File: config.mk
export PLATFORM = sky130hd
export DESIGN_NAME = pipe_elastic_stage
export DESIGN_NICKNAME = d
export VERILOG_FILES = /design/src/rtl/pipe5_stage_pkg.sv /design/src/rtl/pipe_elastic_ctrl.sv /design/src/rtl/pipe_elastic_stage.sv
export SDC_FILE = /design/constraint.sdc
export NUM_CORES = 1
export LEC_CHECK = 0
export BUFFER_PORTS_ARGS = -buffer_cell sky130_fd_sc_hd__buf_2
export CAP_MARGIN = 40
export CORE_UTILIZATION = 24
export CTS_BUF_LIST = sky130_fd_sc_hd__clkbuf_16
export CTS_CLUSTER_SIZE = 10
export DETAILED_ROUTE_END_ITERATION = 16
export PLACE_DENSITY = 0.44
export SLEW_MARGIN = 40
export SYNTH_ARGS = -nofsm -noshare
export SYNTH_HDL_FRONTEND = slang
export SYNTH_SLANG_ARGS = --single-unit
File: constraint.sdc
create_clock -name CLK -period 34 [get_ports CLK]
set_input_delay 5.1 -clock CLK [delete_from_list [all_inputs] [get_ports CLK]]
set_output_delay 5.1 -clock CLK [all_outputs]
set_load 0.1 [all_outputs]
File: src/rtl/pipe5_stage_pkg.sv
`default_nettype none
// ============================================================================
// Module   : pipe5_stage_pkg
// Brief    : Shared types for pipe5 inter-stage elastic buffers.
// Revision : 1.0
// ============================================================================
package pipe5_stage_pkg;

   // Packed execute->memory bundle, sized to exactly 256 bits.
   typedef struct packed {
      logic [63:0] pc;
      logic [63:0] alu_result;
      logic [63:0] store_data;
      logic [4:0]  rd;
      logic        mem_read;
      logic        mem_write;
      logic        reg_write;
      logic [2:0]  funct3;
      logic [52:0] rsvd;
   } ex_mem_bundle_t;

   localparam int EX_MEM_W = $bits(ex_mem_bundle_t);

   localparam logic BUBBLE = 1'b0;

   typedef enum logic [1:0] {
      MODE_EMPTY   = 2'd0,
      MODE_PARTIAL = 2'd1,
      MODE_FULL    = 2'd2
   } stage_mode_t;

endpackage
`default_nettype wire

File: src/rtl/pipe_elastic_ctrl.sv
`default_nettype none
// ============================================================================
// Module   : pipe_elastic_ctrl
// Brief    : Pointer, occupancy and flush-drop bookkeeping for the elastic stage.
// Revision : 1.0
// ============================================================================
module pipe_elastic_ctrl
   import pipe5_stage_pkg::*;
#(
   parameter int DEPTH = 2,
   parameter int CNT_W = 16,
   localparam int PTR_W = $clog2(DEPTH),
   localparam int OCC_W = $clog2(DEPTH + 1)
) (
   input  logic             CLK,
   input  logic             nRST,
   input  logic             in_valid,
   input  logic             out_ready,
   input  logic             flush,
   output logic             in_ready,
   output logic             out_valid,
   output logic             wr_en,
   output logic [PTR_W-1:0] wr_ptr,
   output logic [PTR_W-1:0] rd_ptr,
   output logic [OCC_W-1:0] occupancy,
   output logic [CNT_W-1:0] flush_drops
);

   localparam int SUM_W = ((CNT_W > OCC_W) ? CNT_W : OCC_W) + 1;
   localparam logic [CNT_W-1:0] c_cnt_max = '1;

   logic [PTR_W-1:0] r_rd_ptr;
   logic [PTR_W-1:0] r_wr_ptr;
   logic [OCC_W-1:0] r_count;
   logic [CNT_W-1:0] r_drops;

   stage_mode_t      w_mode;
   logic             w_push;
   logic             w_pop;
   logic [OCC_W-1:0] w_drop;
   logic [SUM_W-1:0] w_sum;
   logic [CNT_W-1:0] w_drops_next;

   always_comb begin
      w_mode = MODE_PARTIAL;
      if (r_count == '0)
         w_mode = MODE_EMPTY;
      else if (r_count == OCC_W'(DEPTH))
         w_mode = MODE_FULL;
   end

   // Handshake flags come from registered state only, so no ready chain forms.
   assign in_ready  = (w_mode != MODE_FULL);
   assign out_valid = (w_mode != MODE_EMPTY);
   assign w_push    = in_valid & in_ready;
   assign w_pop     = out_valid & out_ready;
   assign wr_en     = w_push & ~flush;

   // A head popped during the flush cycle was delivered, so it is not a drop.
   assign w_drop       = r_count - OCC_W'(w_pop);
   assign w_sum        = SUM_W'(r_drops) + SUM_W'(w_drop);
   assign w_drops_next = (w_sum > SUM_W'(c_cnt_max)) ? c_cnt_max : w_sum[CNT_W-1:0];

   always_ff @(posedge CLK or negedge nRST) begin
      if (!nRST) begin
         r_rd_ptr <= '0;
         r_wr_ptr <= '0;
         r_count  <= '0;
         r_drops  <= '0;
      end else if (flush) begin
         r_rd_ptr <= '0;
         r_wr_ptr <= '0;
         r_count  <= '0;
         r_drops  <= w_drops_next;
      end else begin
         if (w_push)
            r_wr_ptr <= r_wr_ptr + PTR_W'(1);
         if (w_pop)
            r_rd_ptr <= r_rd_ptr + PTR_W'(1);
         case ({w_push, w_pop})
            2'b10:   r_count <= r_count + OCC_W'(1);
            2'b01:   r_count <= r_count - OCC_W'(1);
            default: r_count <= r_count;
         endcase
      end
   end

   assign wr_ptr      = r_wr_ptr;
   assign rd_ptr      = r_rd_ptr;
   assign occupancy   = r_count;
   assign flush_drops = r_drops;

endmodule
`default_nettype wire

File: src/rtl/pipe_elastic_stage.sv
`default_nettype none
// ============================================================================
// Module   : pipe_elastic_stage
// Brief    : DEPTH-entry elastic pipeline register with flush and drop counter.
// Revision : 1.0
// ============================================================================
module pipe_elastic_stage
   import pipe5_stage_pkg::*;
#(
   parameter int DATA_W = EX_MEM_W,
   parameter int DEPTH  = 2,
   parameter int CNT_W  = 16,
   localparam int PTR_W = $clog2(DEPTH),
   localparam int OCC_W = $clog2(DEPTH + 1)
) (
   input  logic              CLK,
   input  logic              nRST,
   input  logic              in_valid,
   output logic              in_ready,
   input  logic [DATA_W-1:0] in_data,
   output logic              out_valid,
   input  logic              out_ready,
   output logic [DATA_W-1:0] out_data,
   input  logic              flush,
   output logic [OCC_W-1:0]  occupancy,
   output logic [CNT_W-1:0]  flush_drops
);

   logic              w_wr_en;
   logic [PTR_W-1:0]  w_wr_ptr;
   logic [PTR_W-1:0]  w_rd_ptr;
   logic [DATA_W-1:0] r_mem [DEPTH];

   pipe_elastic_ctrl #(
      .DEPTH (DEPTH),
      .CNT_W (CNT_W)
   ) u_ctrl (
      .CLK         (CLK),
      .nRST        (nRST),
      .in_valid    (in_valid),
      .out_ready   (out_ready),
      .flush       (flush),
      .in_ready    (in_ready),
      .out_valid   (out_valid),
      .wr_en       (w_wr_en),
      .wr_ptr      (w_wr_ptr),
      .rd_ptr      (w_rd_ptr),
      .occupancy   (occupancy),
      .flush_drops (flush_drops)
   );

   // Storage is deliberately unreset; out_valid gates every read.
   always_ff @(posedge CLK) begin
      if (w_wr_en)
         r_mem[w_wr_ptr] <= in_data;
   end

   assign out_data = out_valid ? r_mem[w_rd_ptr] : {DATA_W{BUBBLE}};

   a_hold_valid: assert property (@(posedge CLK) disable iff (!nRST)
      (in_valid && !in_ready && !flush) |=> in_valid);

   a_hold_data: assert property (@(posedge CLK) disable iff (!nRST)
      (in_valid && !in_ready && !flush) |=> $stable(in_data));

endmodule
`default_nettype wire

== After elaboration in Yosys (flattened, before gate mapping) ==
Memory sizes are Yosys's and may differ from the RTL's.
Index checks and enable logic that the tools add are counted.

* Register bits after elaboration: 20
* Word-level logic and storage cells: 37
* Bits in writable memories: 512
* Memories kept: 1
* Output and inout bits: 276
* Memory bits (read-only): 0
* Bits in latches: 0
* Input bits: 261

* Bitwise logic cells: 4
* Order comparisons: 1
* Muxes and demuxes: 12
* Reductions and logical operators: 5
* $add $sub $neg: 6
* Multipliers: 0
* Equal/unequal tests: 4
* Shift-type cells: 0
* Div/mod/pow operators: 0

{| class="wikitable"
|+ Memories
! memory !! depth !! bits a word !! read ports !! clocked after Yosys merged registers in !! wr ports !! RTL line !! text
|-
| r_mem || 2 || 256 || 1 || 0 || 1 || pipe_elastic_stage.sv:32 || <nowiki>logic [DATA_W-1:0] r_mem [DEPTH];</nowiki>
|}

{| class="wikitable"
|+ Operators with widths
! cell !! count
|-
| 256-bit 2-to-1 mux || 1
|-
| 16-bit by 2-bit adder with 17-bit output || 1
|-
| 17-bit by 16-bit greater-than comparator with 1-bit output, second input constant || 1
|-
| 16-bit 2-to-1 mux || 1
|-
| 1-bit 2-to-1 mux || 6
|-
| 2-bit 2-to-1 mux || 3
|-
| 2-bit nonzero test || 3
|-
| 2-bit equality test, second input constant || 2
|-
| 2-bit case mux with 2 select lines || 1
|-
| 1-bit bitwise AND || 3
|-
| 3-bit nonzero test || 1
|-
| 1-bit adder, second input constant || 2
|-
| 2-bit by 1-bit adder with 2-bit output, second input constant || 1
|-
| 2-bit by 1-bit equality test with 1-bit output, second input constant || 1
|-
| 2-bit zero test || 1
|-
| 2-bit inequality test, second input constant || 1
|-
| 2-bit by 1-bit subtractor with 2-bit output || 1
|-
| 2-bit by 1-bit subtractor with 2-bit output, second input constant || 1
|-
| 1-bit NOT || 1
|}

== Logic depth before layout (Yosys ltp) ==
* Word-level depth: 9
* Depth in mapped cells: 14
* Gate-level depth less buffers: 12

== Hierarchy ==
A second synthesis with hierarchy kept.

* Cell total of the unflattened synthesis: 1196
* Area total of the unflattened synthesis: 21295.4 sq um

{| class="wikitable"
|+ Modules (own cells, without submodules)
! module !! sequential area each (sq um) !! instances !! area each (sq um) !! cells an instance
|-
| pipe_elastic_stage || 15374.7 || 1 || 20213.1 || 1083
|-
| pipe_elastic_ctrl || 500.5 || 1 || 1082.3 || 113
|}

== Worst setup path before layout ==
OpenSTA, ideal clock, no wires.

* Path kind: input to register
* From: input flush
* To: memory r_mem[1][0] (netlist bit) (enable)
* Arrival time: 23815 ps
* Path slack: 8945 ps
* Path buffers: 1
* Data required time: 32760 ps
* Stages: 2
* Library setup time: 1240 ps
* Cell sequence: clkbuf_1 -> nor3b_1

* Word-level cells in the longest chain between the ends: 4

{| class="wikitable"
|+ RTL lines
! what !! RTL line !! text
|-
| start, declared || pipe_elastic_stage.sv:24 || <nowiki>input logic flush,</nowiki>
|-
| 1-bit NOT || pipe_elastic_ctrl.sv:57 || <nowiki>assign wr_en = w_push & ~flush;</nowiki>
|-
| 1-bit bitwise AND || pipe_elastic_ctrl.sv:57 ||
|-
| 1-bit 2-to-1 mux || pipe_elastic_stage.sv:54 || <nowiki>if (w_wr_en)</nowiki>
|-
| 1-bit 2-to-1 mux (not written as such) || pipe_elastic_stage.sv:55 || <nowiki>r_mem[w_wr_ptr] <= in_data;</nowiki>
|-
| end, declared || pipe_elastic_stage.sv:32 ||
|}

No other way between the ends.

== Worst setup path after layout ==
* From: register u_ctrl.r_rd_ptr (netlist: u_ctrl.rd_ptr)
* To: output out_data[103]

* Word-level cells in the longest chain between the ends: 2

{| class="wikitable"
|+ RTL lines
! what !! RTL line !! text
|-
| start, declared || pipe_elastic_ctrl.sv:32 || <nowiki>logic [PTR_W-1:0] r_rd_ptr;</nowiki>
|-
| start signal, assigned || pipe_elastic_ctrl.sv:79 || <nowiki>r_rd_ptr <= r_rd_ptr + PTR_W'(1);</nowiki>
|-
| memory 2 x 256 bit || - ||
|-
| 256-bit 2-to-1 mux || pipe_elastic_stage.sv:58 || <nowiki>assign out_data = out_valid ? r_mem[w_rd_ptr] : {DATA_W{BUBBLE}};</nowiki>
|-
| end, declared || pipe_elastic_stage.sv:23 || <nowiki>output logic [DATA_W-1:0] out_data,</nowiki>
|}

No other way between the ends.

==> implementation parameters <==
Parameter                              Value

Finish
  Filler cell count ... ~8400
  Net count reported at finish ... between 2000 and 2500
  Area added between synthesis and finish ... 28.44%
  Fraction of layout instances using a drive strength above 1 ... 0.3523
  Final core utilization ... 0.3114

Yosys
  Net count after synthesis ... about 1500
  Share of Yosys cell area claimed by the top area cell type ... 0.7589
  Largest area contributor in the netlist ... edfxtp_1
  Largest family of logic cells by synthesized area ... multiplexers
  Parity-gate share of the synthesized area counting xor and xnor cells ... 0.005188
  Synth Instances ... roughly 1200
  Syn_area_per_cell ... ~17 µm²
  Mux cell area share after synthesis ... 0.1291
  Main area contributors after synthesis ... edfxtp_1 (76%), mux2i_1 (13%), nor2_1 (4.9%)
  Synth Cell Area ... just over 0.02 mm²
  Post-synthesis sequential area ratio ... 0.7836
  Share of synthesized cell area in and, or, nand and nor gates ... 0.06139
  Adder and majority gate portion of the synthesized area ... 0.002841
  Share of the synthesized area in compound gates (AO/OA/AOI/OAI) ... 0.002718
  Yosys warns ... 0
  Total of flip-flops plus latches after synthesis ... around 530
  Cell variety after synth ... 34

Floorplan
  Area of the die ... 0.08557 mm²
  Die span in x ... about 300 µm
  Core Footprint ... around 0.084 mm²
  Die Ht ... a little under 300 µm
  Total I/O pin count ... 537
  Number of standard-cell rows in the floorplan ... roughly 110
  Starting density of the core ... 0.2425

Power
  Leakage power summed over all cells ... ~9.9 nW
  Total power per unit cell area ... ~66 mW/mm²
  Overall Power ... 1.709 mW
  Worst IR drop on VDD ... roughly 0.000042 V

CTS
  Clock-pin slew on the worst setup and hold paths ... approximately 60 ps
  Clock H-tree levels ... 2
  Worst-case clock buffer depth ... 3
  Root buffer selected by CTS ... clkbuf_16
  Clock Latency Late Sink ... ~600 ps
  Resize count post-CTS ... 0
  TritonCTS clock tree ... yes
  Number of buffers added to fix hold violations after cts ... 0
  Number of buffers inserted to repair setup after CTS ... 0
  Number of buffers added by the clock tree synthesis step ... a little over 60
  Number of sinks handled by clock tree synthesis ... ~530

Worst setup path
  Sort of element at the end of the critical path ... output pin
  Endpoint required time on the critical path ... 28900 ps
  Arrival time of data at the critical path endpoint ... 4100 ps
  Path type of the worst setup path ... register to output pin
  Kind of start point of the critical path ... register
  CP Max Fanout ... 49

STA
  Max-slew violation count ... 0
  Relative slew margins ... 0.3968
  Minimum clock period after layout ... 9204 ps
  Skew final ... about 18 ps
  Final setup viols ... 0
  Unrepaired setup endpoints after global routing ... false
  Actual transition at the worst max-transition pin ... ~900 ps
  Number of hold violations in the final report ... 0
  Setup slack of the critical path after layout ... ~25000 ps
  Final setup TNS ... 0 ps
  Highest clock rate ... approximately 0.11 GHz
  Share of the clock period used by the worst path ... 0.2707

Global routing
  Initial antenna violation count ... 12
  Number of global-route vias before repair ... around 12000
  Pin count of the biggest net entering global routing ... between 100 and 150
  Global-route total usage across every layer ... 0.1187
  Gr ovfl total ... 0
  First-pass GRT wire length ... roughly 77000 µm

Detailed routing
  DRC violation count after routing ... 0
  DRC violation total after the first TritonRoute iteration ... roughly 470
  Routed Antenna Nets ... 0
  Number of detailed-routing iterations run before antenna repair ... 4
  Via density per instance ... roughly 4.1
  Vias ... approximately 12000
  Average wire per cell in the routed design ... roughly 19 µm
  Overall routed net length ... about 53000 µm

Min path
  Hold WC Path Type ... register to register

Place
  Number of buffer cells added on primary ports ... roughly 540
  Placer's final routability congestion estimate ... 0.7772
  Hpwl dp ... 35370 µm
  Setup WS pre-CTS ... approximately 25000 ps

Run
  # Max-Cap Violations ... 0

Outcome
  Status ... finished, final reports clean
[where the power goes]
part	leakage, nW	switching [mW]	internal, mW	total, mW
Sequential	4.96	0.0139	0.753	0.767
Clock	0.947	0.246	0.326	0.573
Combinational	3.97	0.305	0.0648	0.370
[state kept, by name, indices dropped and copies added (netlist names)]
name,flops
r_mem,512
u_ctrl.flush_drops,16
u_ctrl.occupancy,2
u_ctrl.rd_ptr,1
u_ctrl.wr_ptr,1
[cells in the final DEF (no fill, tap or decap), types with 3 or more instances in the layout]
master / instances
a21oi_1: 5
buf_12: 4
buf_2: 536
buf_4: 5
buf_6: 7
clkbuf_16: 61
clkinv_2: 3
dfrtp_1: 19
edfxtp_1: 512
ha_1: 3
inv_1: 37
mux2i_1: 259
nand2_1: 17
nand3_1: 3
nand4_1: 5
nor2_1: 266
xnor2_1: 7
xor2_1: 5
[layer usage]
metal | vias up | track usage | routed length, µm | share of wire
met2 | 418 | 0.2038 | 26070 | 0.49
met4 | 16 | 0.03167 | 1137 | 0.021
met3 | 88 | 0.04037 | 4239 | 0.080
met1 | 5813 | 0.1407 | 21580 | 0.41
li1 | 5549 | - | - | -
met5 | - | 0 | 115 | 0.0022
[critical path, cell delays in order (launching register included)]
cell,delay (ps)
dfrtp_4,790
buf_4,590
buf_6,570
buf_4,410
buf_12,280
mux2i_1,130
nor2_1,100
buf_2,440
[logic make-up (layout without fill, tap and decap cells)]
kind of cell	count (synthesis)	count (layout)
AOI/OAI and AO/OA	10	10
DFF	532	532
xor gates and xnor gates	12	12
and+or+nand+nor	309	309
buffers and inverters	70	660
adders and majority gates	4	4
muxes	261	261
other	0	2
[stage by stage]
step                cells  instance area [µm²]  hold WS, ps
finish               2870                26020        553.5
global placement     2768                24190        528.6
floorplan            1198                20260        519.3
detailed placement   2768                24220        541.0
global route         2868                26010        594.1
CTS                  2865                25940        558.1
[worst paths after layout]
kind / slack, ps / startpoint / endpoint / depth (start not counted)
hold / removal: 550 / u_ctrl.flush_drops[0] / u_ctrl.flush_drops[0] / 2
setup / recovery: 24800 / u_ctrl.rd_ptr / out_data[103] / 7
min in group asynchronous: 4460 / nRST / u_ctrl.flush_drops[8] / 1
hold reg to reg: 550 / u_ctrl.flush_drops[0] / u_ctrl.flush_drops[0] / 2
max in group asynchronous: 29170 / nRST / u_ctrl.rd_ptr / 1
setup reg to reg: 29180 / u_ctrl.occupancy[1] / u_ctrl.flush_drops[11] / 14
[cell usage after synthesis, drive strengths merged]
master    n
a211oi    1
a21oi     5
a31oi     2
and2      2
and3      2
and4      1
and4b     1
buf      32
clkbuf   29
dfrtp    20
edfxtp  512
fa        1
ha        3
inv       9
mux2      2
mux2i   259
nand2    17
nand2b    2
nand3     4
nand3b    1
nand4     5
nor2    267
nor3      3
nor3b     1
nor4      1
nor4bb    1
o21ai     2
or4       1
xnor2     7
xor2      5
[area by class of cell]
cell class              instances  area, µm²  area share
flip-flops and latches        532      15880      0.6103
multi-input cells             596       4094      0.1573
repair buffers                554       2934      0.1128
clock buffers                  61       1526     0.05867
well taps                    1080       1351     0.05194
clock inverters                36      195.2    0.007502
inverters                       9      33.78    0.001298
diodes                          2      5.005   0.0001924
(Power assumes the default switching activity.)
